**src/rtl/control_pkg.sv**
```systemverilog
// control_pkg: opcodes, bus/ALU codes, register indices and sequencer states
package control_pkg;
    localparam logic [7:0] OP_LDAC   = 8'd1;
    localparam logic [7:0] OP_LDARR1 = 8'd2;
    localparam logic [7:0] OP_CLAC   = 8'd3;
    localparam logic [7:0] OP_ADDTR  = 8'd10;
    localparam logic [7:0] OP_STACI  = 8'd13;
    localparam logic [7:0] OP_MULT   = 8'd15;
    localparam logic [7:0] OP_JPNZ   = 8'd27;
    localparam logic [7:0] OP_ENDOP  = 8'd28;

    localparam logic [3:0] BUS_NONE = 4'd0;
    localparam logic [3:0] BUS_DM   = 4'd1;
    localparam logic [3:0] BUS_IM   = 4'd2;
    localparam logic [3:0] BUS_PC   = 4'd3;
    localparam logic [3:0] BUS_AR   = 4'd4;
    localparam logic [3:0] BUS_AC   = 4'd5;
    localparam logic [3:0] BUS_DR   = 4'd6;
    localparam logic [3:0] BUS_TR   = 4'd7;
    localparam logic [3:0] BUS_R1   = 4'd8;

    localparam logic [3:0] ALU_PASS = 4'd0;
    localparam logic [3:0] ALU_ADD  = 4'd1;
    localparam logic [3:0] ALU_SUB  = 4'd2;
    localparam logic [3:0] ALU_MUL  = 4'd3;

    localparam int WE_W  = 13;
    localparam int WE_AR = 0;
    localparam int WE_PC = 1;
    localparam int WE_IR = 2;
    localparam int WE_DR = 3;
    localparam int WE_AC = 4;
    localparam int WE_TR = 5;
    localparam int WE_R1 = 6;
    localparam int WE_R2 = 7;
    localparam int WE_R3 = 8;
    localparam int WE_RP = 9;
    localparam int WE_RQ = 10;
    localparam int WE_RC = 11;
    localparam int WE_RK = 12;

    typedef enum logic [4:0] {
        FETCH1, FETCH2, FETCH3,
        LDAC_E1, LDAC_E2,
        LDARR1_E1,
        CLAC_E1,
        ADDTR_E1, ADDTR_E2,
        STACI_E1, STACI_E2, STACI_E3,
        MULT_E1,
        JPNZ_E1, JPNZ_E2,
        NOP_E1,
        HALT
    } state_t;
endpackage

```
**src/rtl/control_unit.sv**
```systemverilog
// control_unit: fetch/decode/execute sequencer driving datapath strobes
module control_unit
    import control_pkg::*;
(
    input  logic        clk,
    input  logic        rst_n,
    input  logic [7:0]  ir,
    input  logic        z,
    output logic        end_op,
    output logic [1:0]  inc,
    output logic [3:0]  alu_mode,
    output logic [3:0]  bus_ld,
    output logic [12:0] write_en,
    output logic [2:0]  clr,
    output logic        dm_wr,
    output logic        im_wr
);
    state_t state_q, state_d;

    always_comb begin
        state_d = FETCH1;
        case (state_q)
            FETCH1:   state_d = FETCH2;
            FETCH2:   state_d = FETCH3;
            FETCH3:
                case (ir)
                    OP_LDAC:   state_d = LDAC_E1;
                    OP_LDARR1: state_d = LDARR1_E1;
                    OP_CLAC:   state_d = CLAC_E1;
                    OP_ADDTR:  state_d = ADDTR_E1;
                    OP_STACI:  state_d = STACI_E1;
                    OP_MULT:   state_d = MULT_E1;
                    OP_JPNZ:   state_d = JPNZ_E1;
                    OP_ENDOP:  state_d = HALT;
                    default:   state_d = NOP_E1;
                endcase
            LDAC_E1:  state_d = LDAC_E2;
            ADDTR_E1: state_d = ADDTR_E2;
            STACI_E1: state_d = STACI_E2;
            STACI_E2: state_d = STACI_E3;
            JPNZ_E1:  state_d = z ? FETCH1 : JPNZ_E2;
            HALT:     state_d = HALT;
            default:  state_d = FETCH1;
        endcase
    end

    always_ff @(posedge clk or negedge rst_n) begin
        if (!rst_n) state_q <= FETCH1;
        else        state_q <= state_d;
    end

    assign im_wr = 1'b0;

    // Outputs are forced low while reset is held, even though the state is FETCH1.
    always_comb begin
        end_op   = 1'b0;
        inc      = '0;
        alu_mode = ALU_PASS;
        bus_ld   = BUS_NONE;
        write_en = '0;
        clr      = '0;
        dm_wr    = 1'b0;
        if (rst_n) begin
            case (state_q)
                FETCH1: begin
                    bus_ld = BUS_PC;
                    write_en[WE_AR] = 1'b1;
                end
                FETCH2: begin
                    bus_ld = BUS_IM;
                    write_en[WE_IR] = 1'b1;
                    inc[0] = 1'b1;
                end
                LDAC_E1: bus_ld = BUS_DM;
                LDAC_E2: begin
                    bus_ld = BUS_DM;
                    write_en[WE_AC] = 1'b1;
                end
                LDARR1_E1: begin
                    bus_ld = BUS_R1;
                    write_en[WE_AR] = 1'b1;
                end
                CLAC_E1: clr[0] = 1'b1;
                ADDTR_E1: begin
                    bus_ld = BUS_TR;
                    alu_mode = ALU_ADD;
                end
                ADDTR_E2: begin
                    alu_mode = ALU_ADD;
                    write_en[WE_AC] = 1'b1;
                end
                STACI_E1: begin
                    bus_ld = BUS_AC;
                    write_en[WE_DR] = 1'b1;
                end
                STACI_E2: begin
                    bus_ld = BUS_DR;
                    dm_wr = 1'b1;
                end
                STACI_E3: inc[1] = 1'b1;
                MULT_E1: begin
                    bus_ld = BUS_TR;
                    alu_mode = ALU_MUL;
                    write_en[WE_AC] = 1'b1;
                end
                JPNZ_E1: begin
                    bus_ld = z ? BUS_NONE : BUS_PC;
                    write_en[WE_AR] = !z;
                    inc[0] = z;
                end
                JPNZ_E2: begin
                    bus_ld = BUS_IM;
                    write_en[WE_PC] = 1'b1;
                end
                HALT: end_op = 1'b1;
                default: ;
            endcase
        end
    end
endmodule

```
**config.mk**
```make
export PLATFORM = sky130hd
export DESIGN_NAME = control_unit
export DESIGN_NICKNAME = d
export VERILOG_FILES = /design/src/rtl/control_pkg.sv /design/src/rtl/control_unit.sv
export SDC_FILE = /design/constraint.sdc
export NUM_CORES = 1
export LEC_CHECK = 0
export ABC_CLOCK_PERIOD_IN_PS = 1850
export BUFFER_PORTS_ARGS = -buffer_cell sky130_fd_sc_hd__buf_4
export CAP_MARGIN = 20
export CORE_MARGIN = 10
export CORE_UTILIZATION = 43
export DETAILED_ROUTE_END_ITERATION = 16
export GPL_TIMING_DRIVEN = 0
export PLACE_DENSITY_LB_ADDON = 0.2
export SLEW_MARGIN = 20
export SYNTH_ARGS = -nofsm -noshare
export SYNTH_HDL_FRONTEND = slang
export SYNTH_SLANG_ARGS = --single-unit
```
**constraint.sdc**
```tcl
create_clock -name clk -period 1.85 [get_ports clk]
set_input_delay 0.0925 -clock clk [delete_from_list [all_inputs] [get_ports clk]]
set_output_delay 0.0925 -clock clk [all_outputs]
set_load 0.05 [all_outputs]
```
==> metrics.yaml, run 1 <==
wire_per_inst_um: 12.59
cts_sink_count: 5
num_vias: 872
tritoncts: "done"
synth_commonest_cells: "buf_4 (13), nor2_1 (9), o21ai_0 (8)"
synth.cell_area_um2: 755.7
flop_to_flop_setup_slack_ns: 0.46
post-synth-top-area-fraction_pct: 16.56
coreArea_mm2: 0.001689
report.final.slew_viol_count: 0
drt-initial-drc-count: 10
cts_inserted_buffers: 3
post-cts-setup-buffers: 0
synth-edff-count: 0
effective_utilization_at_floorplan_pct: 44.74
antenna_cells_inserted: 0
clkPwrFrac_pct: 10.1
ys_seq_elements: 5
globalplace.congestion: 0.8568
largest_reg_flops: 5
fp.dieH_um: 61.92
max_cap_violations: 0
design.portCount: 40
final_layout_size_suffix_gt1_share_pct: 35.53
postSynthCellCount: 111
multi_input_area_um2: 556.8
grt_antenna_before_repair: 0
grt_start_max_net_pins: 11
synth.top_cells.by_area: "dfrtp_1 (17%), buf_4 (13%), o21ai_0 (5.3%)"
leakage_power_total_nw: 0.5350
worstSetupStartpointType: "register"
p_per_area_mw_per_mm2: 1245
sequential_to_total_area_share_from_yosys_stat_pct: 16.56
worst_case_hold_slack_ns: 0.1837
grt_pass1_wl_um: 3477
port_buffers: 26
drc: 0
yosysWarningCount: 0
netSwitchingFraction_pct: 56.82
net-switching-power_w: 0.0007609
critical_path.max_fanout: 7
hpwlAfterDp_um: 1755
placement_rows: 15
critPathArrivalTime_ns: 1.68
final_wl_um: 2128
design.final.nets: 164
placed_cells: 166
critPathCaptureType: "output pin"
largest_registers_in_the_final_layout: "state_q: 5 flops"
clock-root-buffer: "clkbuf_4"
setup-violations-final: 0
clock_latency_ns: 0.25
clk_transition_reported_paths_ns: 0.05
grt-ovfl-total: 0
clock.fmax_ghz: 0.5640
status: "completed"
synth_top_cell_by_area: "dfrtp_1"
netlist-cell-type-count: 37
vias_per_cell: 5.160
chipWidth_um: 61.92
nFillCells: 187
ff_latch_area_um2: 125.1
htree_num_levels: 1
vias_in_the_first_global_route: 837
finish.utilization_pct: 63.70
max_flop_register: "state_q"
die_area_mm2: 0.003834
yosysMostFrequentCell: "buf_4"
power.combinational.fraction_pct: 76.5
first_pass_iters: 4
vdd_ir_drop_max_uv: 652.8
areaGrowthSynthToFinish_pct: 42.38
sequentialPowerShare_pct: 13.5
grt_util_all_layers_pct: 11.58
synth-main-ff-cell: "dfrtp_1"
timing.final.crit_share_pct: 95.85
finalHoldViolCount: 0
final_period_minus_worst_setup_slack_ns: 1.773
hold_class: "in2reg"
skew_ns: 0.001586
avgSynthCellArea_um2: 6.808
fin_cells: 169
clockBufferDepth: 2
required_ns: 1.76
drtAntennaViolNets: 0
postSynth.asyncResetShare_pct: 100.0
worstSetupPathType: "reg2out"
p_int_w: 0.0005783
[cell families (layout without fill, tap and decap cells)]
family,count (synthesis),after routing,share of synthesized area (%)
buffers and inverters,24,53,18.87
AND/OR/NAND/NOR,50,50,37.25
XOR/XNOR,3,3,3.477
other,1,13,0.4962
AO/OA/AOI/OAI,28,28,23.35
flip-flops,5,5,16.56
[stage by stage]
step | setup slack [ns] | TNS [ns] | instance area (µm²) | power (W)
final | 0.07680 | 0 | 1076 | 0.001339
after global routing | -0.0006672 | -0.0006672 | 1076 | 0.001450
after CTS | 0.001408 | 0 | 1071 | 0.001329
after detailed placement | 0.2327 | 0 | 1036 | 0.001189
after global placement | 0.2345 | 0 | 1036 | 0.001184
after floorplan | -0.2540 | -1.392 | 819.5 | 0.0009598
[area by class of cell]
cell class	instances	share of cell area, %
Timing Repair Buffer	27	19.07
Buffer	19	12.09
Sequential cell	5	11.63
Tap cell	17	1.977
Clock buffer	4	2.442
Inverter	3	1.047
Multi-Input combinational cell	94	51.74
[what timing repair did]
action,CTS,global route
setup endpoints to repair,4,8
resized for setup,2,5
pin swaps,0,0
hold buffers,1,0
endpoints found under the hold margin,5,0
[placed cells by master, fill, tap and decap left out, types with 4 or more instances in the layout]
master,Yosys,layout
dfrtp_1,5,5
buf_4,13,40
a31oi_1,4,4
o21ai_0,8,8
nand2_1,7,7
a21oi_1,6,6
nor3_1,7,7
conb_1,1,13
nand2b_1,5,5
nor2_1,9,9
[metal layers]
layer / GRT usage, % / part of all wire [%] / vias up
li1: - / - / 448
met1: 11.34 / 38 / 400
met2: 21.67 / 54 / 22
met3: 2.642 / 6.7 / 2
met4: 6.688 / 1.1 / 0
met5: 0 / 0 / -
[worst paths after layout]
kind                              endpoint  cells past startpoint       start
worst max-delay path             bus_ld[1]                      5  state_q[3]
worst min-delay path            state_q[1]                      4       ir[7]
worst max register to register  state_q[0]                      4  state_q[3]
worst min register to register  state_q[1]                      1  state_q[4]
max in group asynchronous       state_q[2]                      2       rst_n
min in group asynchronous       state_q[4]                      2       rst_n
[worst max-delay path, stage by stage, from the launching register on]
cell and delay (ns):
dfrtp_1 0.39, or2_2 0.38, o21a_1 0.13, o22a_1 0.16
a21oi_1 0.14, buf_4 0.22
[power by group through the flow]
| stage | Clock [W] | Sequential, W | Combinational, W |
|---|---|---|---|
| 2_1_floorplan | 0 | 0.000173 | 0.000787 |
| 3_3_place_gp | 0 | 0.000182 | 0.00100 |
| 3_5_place_dp | 0 | 0.000181 | 0.00101 |
| 6_report | 0.000135 | 0.000180 | 0.00102 |
| 4_1_cts | 0.000140 | 0.000180 | 0.00101 |
| 5_1_grt | 0.000146 | 0.000184 | 0.00112 |
Note: power is estimated with default switching activity, not from simulation.
==> run 2, diff against run 1 <==
- PLACE_DENSITY: not set -> 0.8
- PLACE_DENSITY_LB_ADDON: 0.2 -> not set
==> run 2 against run 1 <==
  * Sequential cell count unchanged
  * Utilization increased by 0.37 points
  * Maximum frequency down 3.4%
  * Die area stayed put
  * Via count rose by 0.34%
  * Worst hold slack gained 0.019 ns
  * Register-to-register slack about the same
  * Total power grew 0.91%
  * Clock power is 9% lower
==> metrics.yaml, run 2 (same netlist as run 1, synthesis figures left out) <==
drtAntennaViolNets: 0
required_ns: 1.76
flop_to_flop_setup_slack_ns: 0.47
htree_num_levels: 1
drc: 0
num_vias: 875
grt_pass1_wl_um: 3698
setup-violations-final: 0
timing.rr.start: "state_q[2]"
vias_per_cell: 5.147
coreArea_mm2: 0.001689
placedInstanceArea_mm2: 0.001036
antenna_cells_inserted: 0
die_area_mm2: 0.003834
final_wl_um: 2268
cts_sink_count: 5
critical_path.max_fanout: 10
worst_case_hold_slack_ns: 0.2023
grt_start_max_net_pins: 11
clock_latency_ns: 0.23
critPathArrivalTime_ns: 1.74
design.portCount: 40
hpwlAfterDp_um: 1884
grt_util_all_layers_pct: 12.05
worstSetupPathType: "reg2out"
p_per_area_mw_per_mm2: 1249
wire_per_inst_um: 13.34
drt-initial-drc-count: 18
port_buffers: 26
placement_rows: 15
clock.fmax_ghz: 0.5446
cts_inserted_buffers: 3
chipWidth_um: 61.92
final_period_minus_worst_setup_slack_ns: 1.836
final_layout_size_suffix_gt1_share_pct: 35.95
placed_cells: 166
fin_cells: 170
largest_reg_flops: 5
grt_antenna_before_repair: 0
rsz0062_at_grt: "true"
hold_class: "in2async"
final_cell_mix: "buf_4 (39), conb_1 (13), nor2_1 (9), o21ai_0 (8), nor3_1 (7)"
timing.final.crit_share_pct: 99.25
first_pass_iters: 4
max_cap_violations: 0
post-cts-setup-buffers: 0
status: "completed"
reg2reg_to: "state_q[0]"
grt-ovfl-total: 0
max_flop_register: "state_q"
final_common_cell: "buf_4"
fp.dieH_um: 61.92
leakage_power_total_nw: 0.5365
finalHoldViolCount: 0
effective_utilization_at_floorplan_pct: 44.74
design.final.nets: 165
largest_registers_in_the_final_layout: "state_q: 5 flops"
globalplace.congestion: 0.8504
clk_transition_reported_paths_ns: 0.04
clock-root-buffer: "clkbuf_4"
post-route-cell-area_mm2: 0.001082
report.final.slew_viol_count: 0
critPathCaptureType: "output pin"
vias_in_the_first_global_route: 833
clockBufferDepth: 2
worst_r2r_path_depth: 4
vdd_ir_drop_max_uv: 587.7
skew_ns: 0.001642
areaGrowthSynthToFinish_pct: 43.21
worstSetupStartpointType: "register"
tritoncts: "done"
-- run 2: cell count changes in the layout (fill, tap and decap cells not counted) --
cell / change
nand2_2: +1
clkbuf_1: +1
nand2_1: -1
buf_4: -1
clkbuf_4: +1
-- run 2: power by group --
group | internal (W) | switching (W) | total (W)
registers | 0.000148 | 0.0000346 | 0.000183
logic | 0.000348 | 0.000697 | 0.00105
clock network | 0.0000814 | 0.0000421 | 0.000123
total | 0.000578 | 0.000773 | 0.00135
-- run 2: metrics by stage --
step	util, %	TNS, ns	power [W]	setup WS (ns)
4_1_cts	63.41	0	0.001332	0.007560
3_3_place_gp	61.33	0	0.001180	0.2259
5_1_grt	64.07	-0.1212	0.001443	-0.09508
6_report	64.07	0	0.001351	0.01391
3_5_place_dp	61.33	0	0.001205	0.1936
2_1_floorplan	-	-1.392	0.0009598	-0.2540
-- run 2: critical path: stages (launching register included) --
cell and delay (ns):
dfrtp_1 0.35, clkbuf_1 0.20, nand2b_1 0.21, clkbuf_2 0.21, nor4_2 0.29, buf_4 0.25
-- run 2: metal layers --
layer / up-vias / routed length (µm) / global-route usage, %
met4: 0 / 0 / 2.866
met2: 35 / 1093 / 22.55
met3: 0 / 206 / 3.455
met5: - / 0 / 0
li1: 453 / - / -
met1: 387 / 968 / 12.88
-- run 2: cell type report --
class | instances | area [µm²]
inverter | 3 | 11.26
sequential | 5 | 125.1
clock buffer | 4 | 26.28
tap | 17 | 21.27
multi-input combinational | 94 | 559.3
buffer | 20 | 133.9
timing repair buffer | 27 | 205.2
fill | 163 | 606.8
-- run 2: repair_timing --
| action | 4_1_cts | 5_1_grt |
|---|---|---|
| gates resized for setup | 2 | 5 |
| hold buffers | 1 | 0 |
| gates cloned | 0 | 0 |
| endpoints found under the setup margin | 3 | 6 |
| endpoints found under the hold margin | 5 | 0 |
-- run 2: how the worst max path moves through the flow --
stage | startpoint | endpoint | slack [ns]
final | state_q[4] | bus_ld[0] | 0.01
after global routing | state_q[4] | bus_ld[0] | -0.1
after CTS | state_q[1] | alu_mode[0] | 0.008
after detailed placement | state_q[3] | bus_ld[1] | 0.19
after global placement | state_q[3] | bus_ld[1] | 0.23
after floorplan | state_q[3] | write_en[0] | -0.25
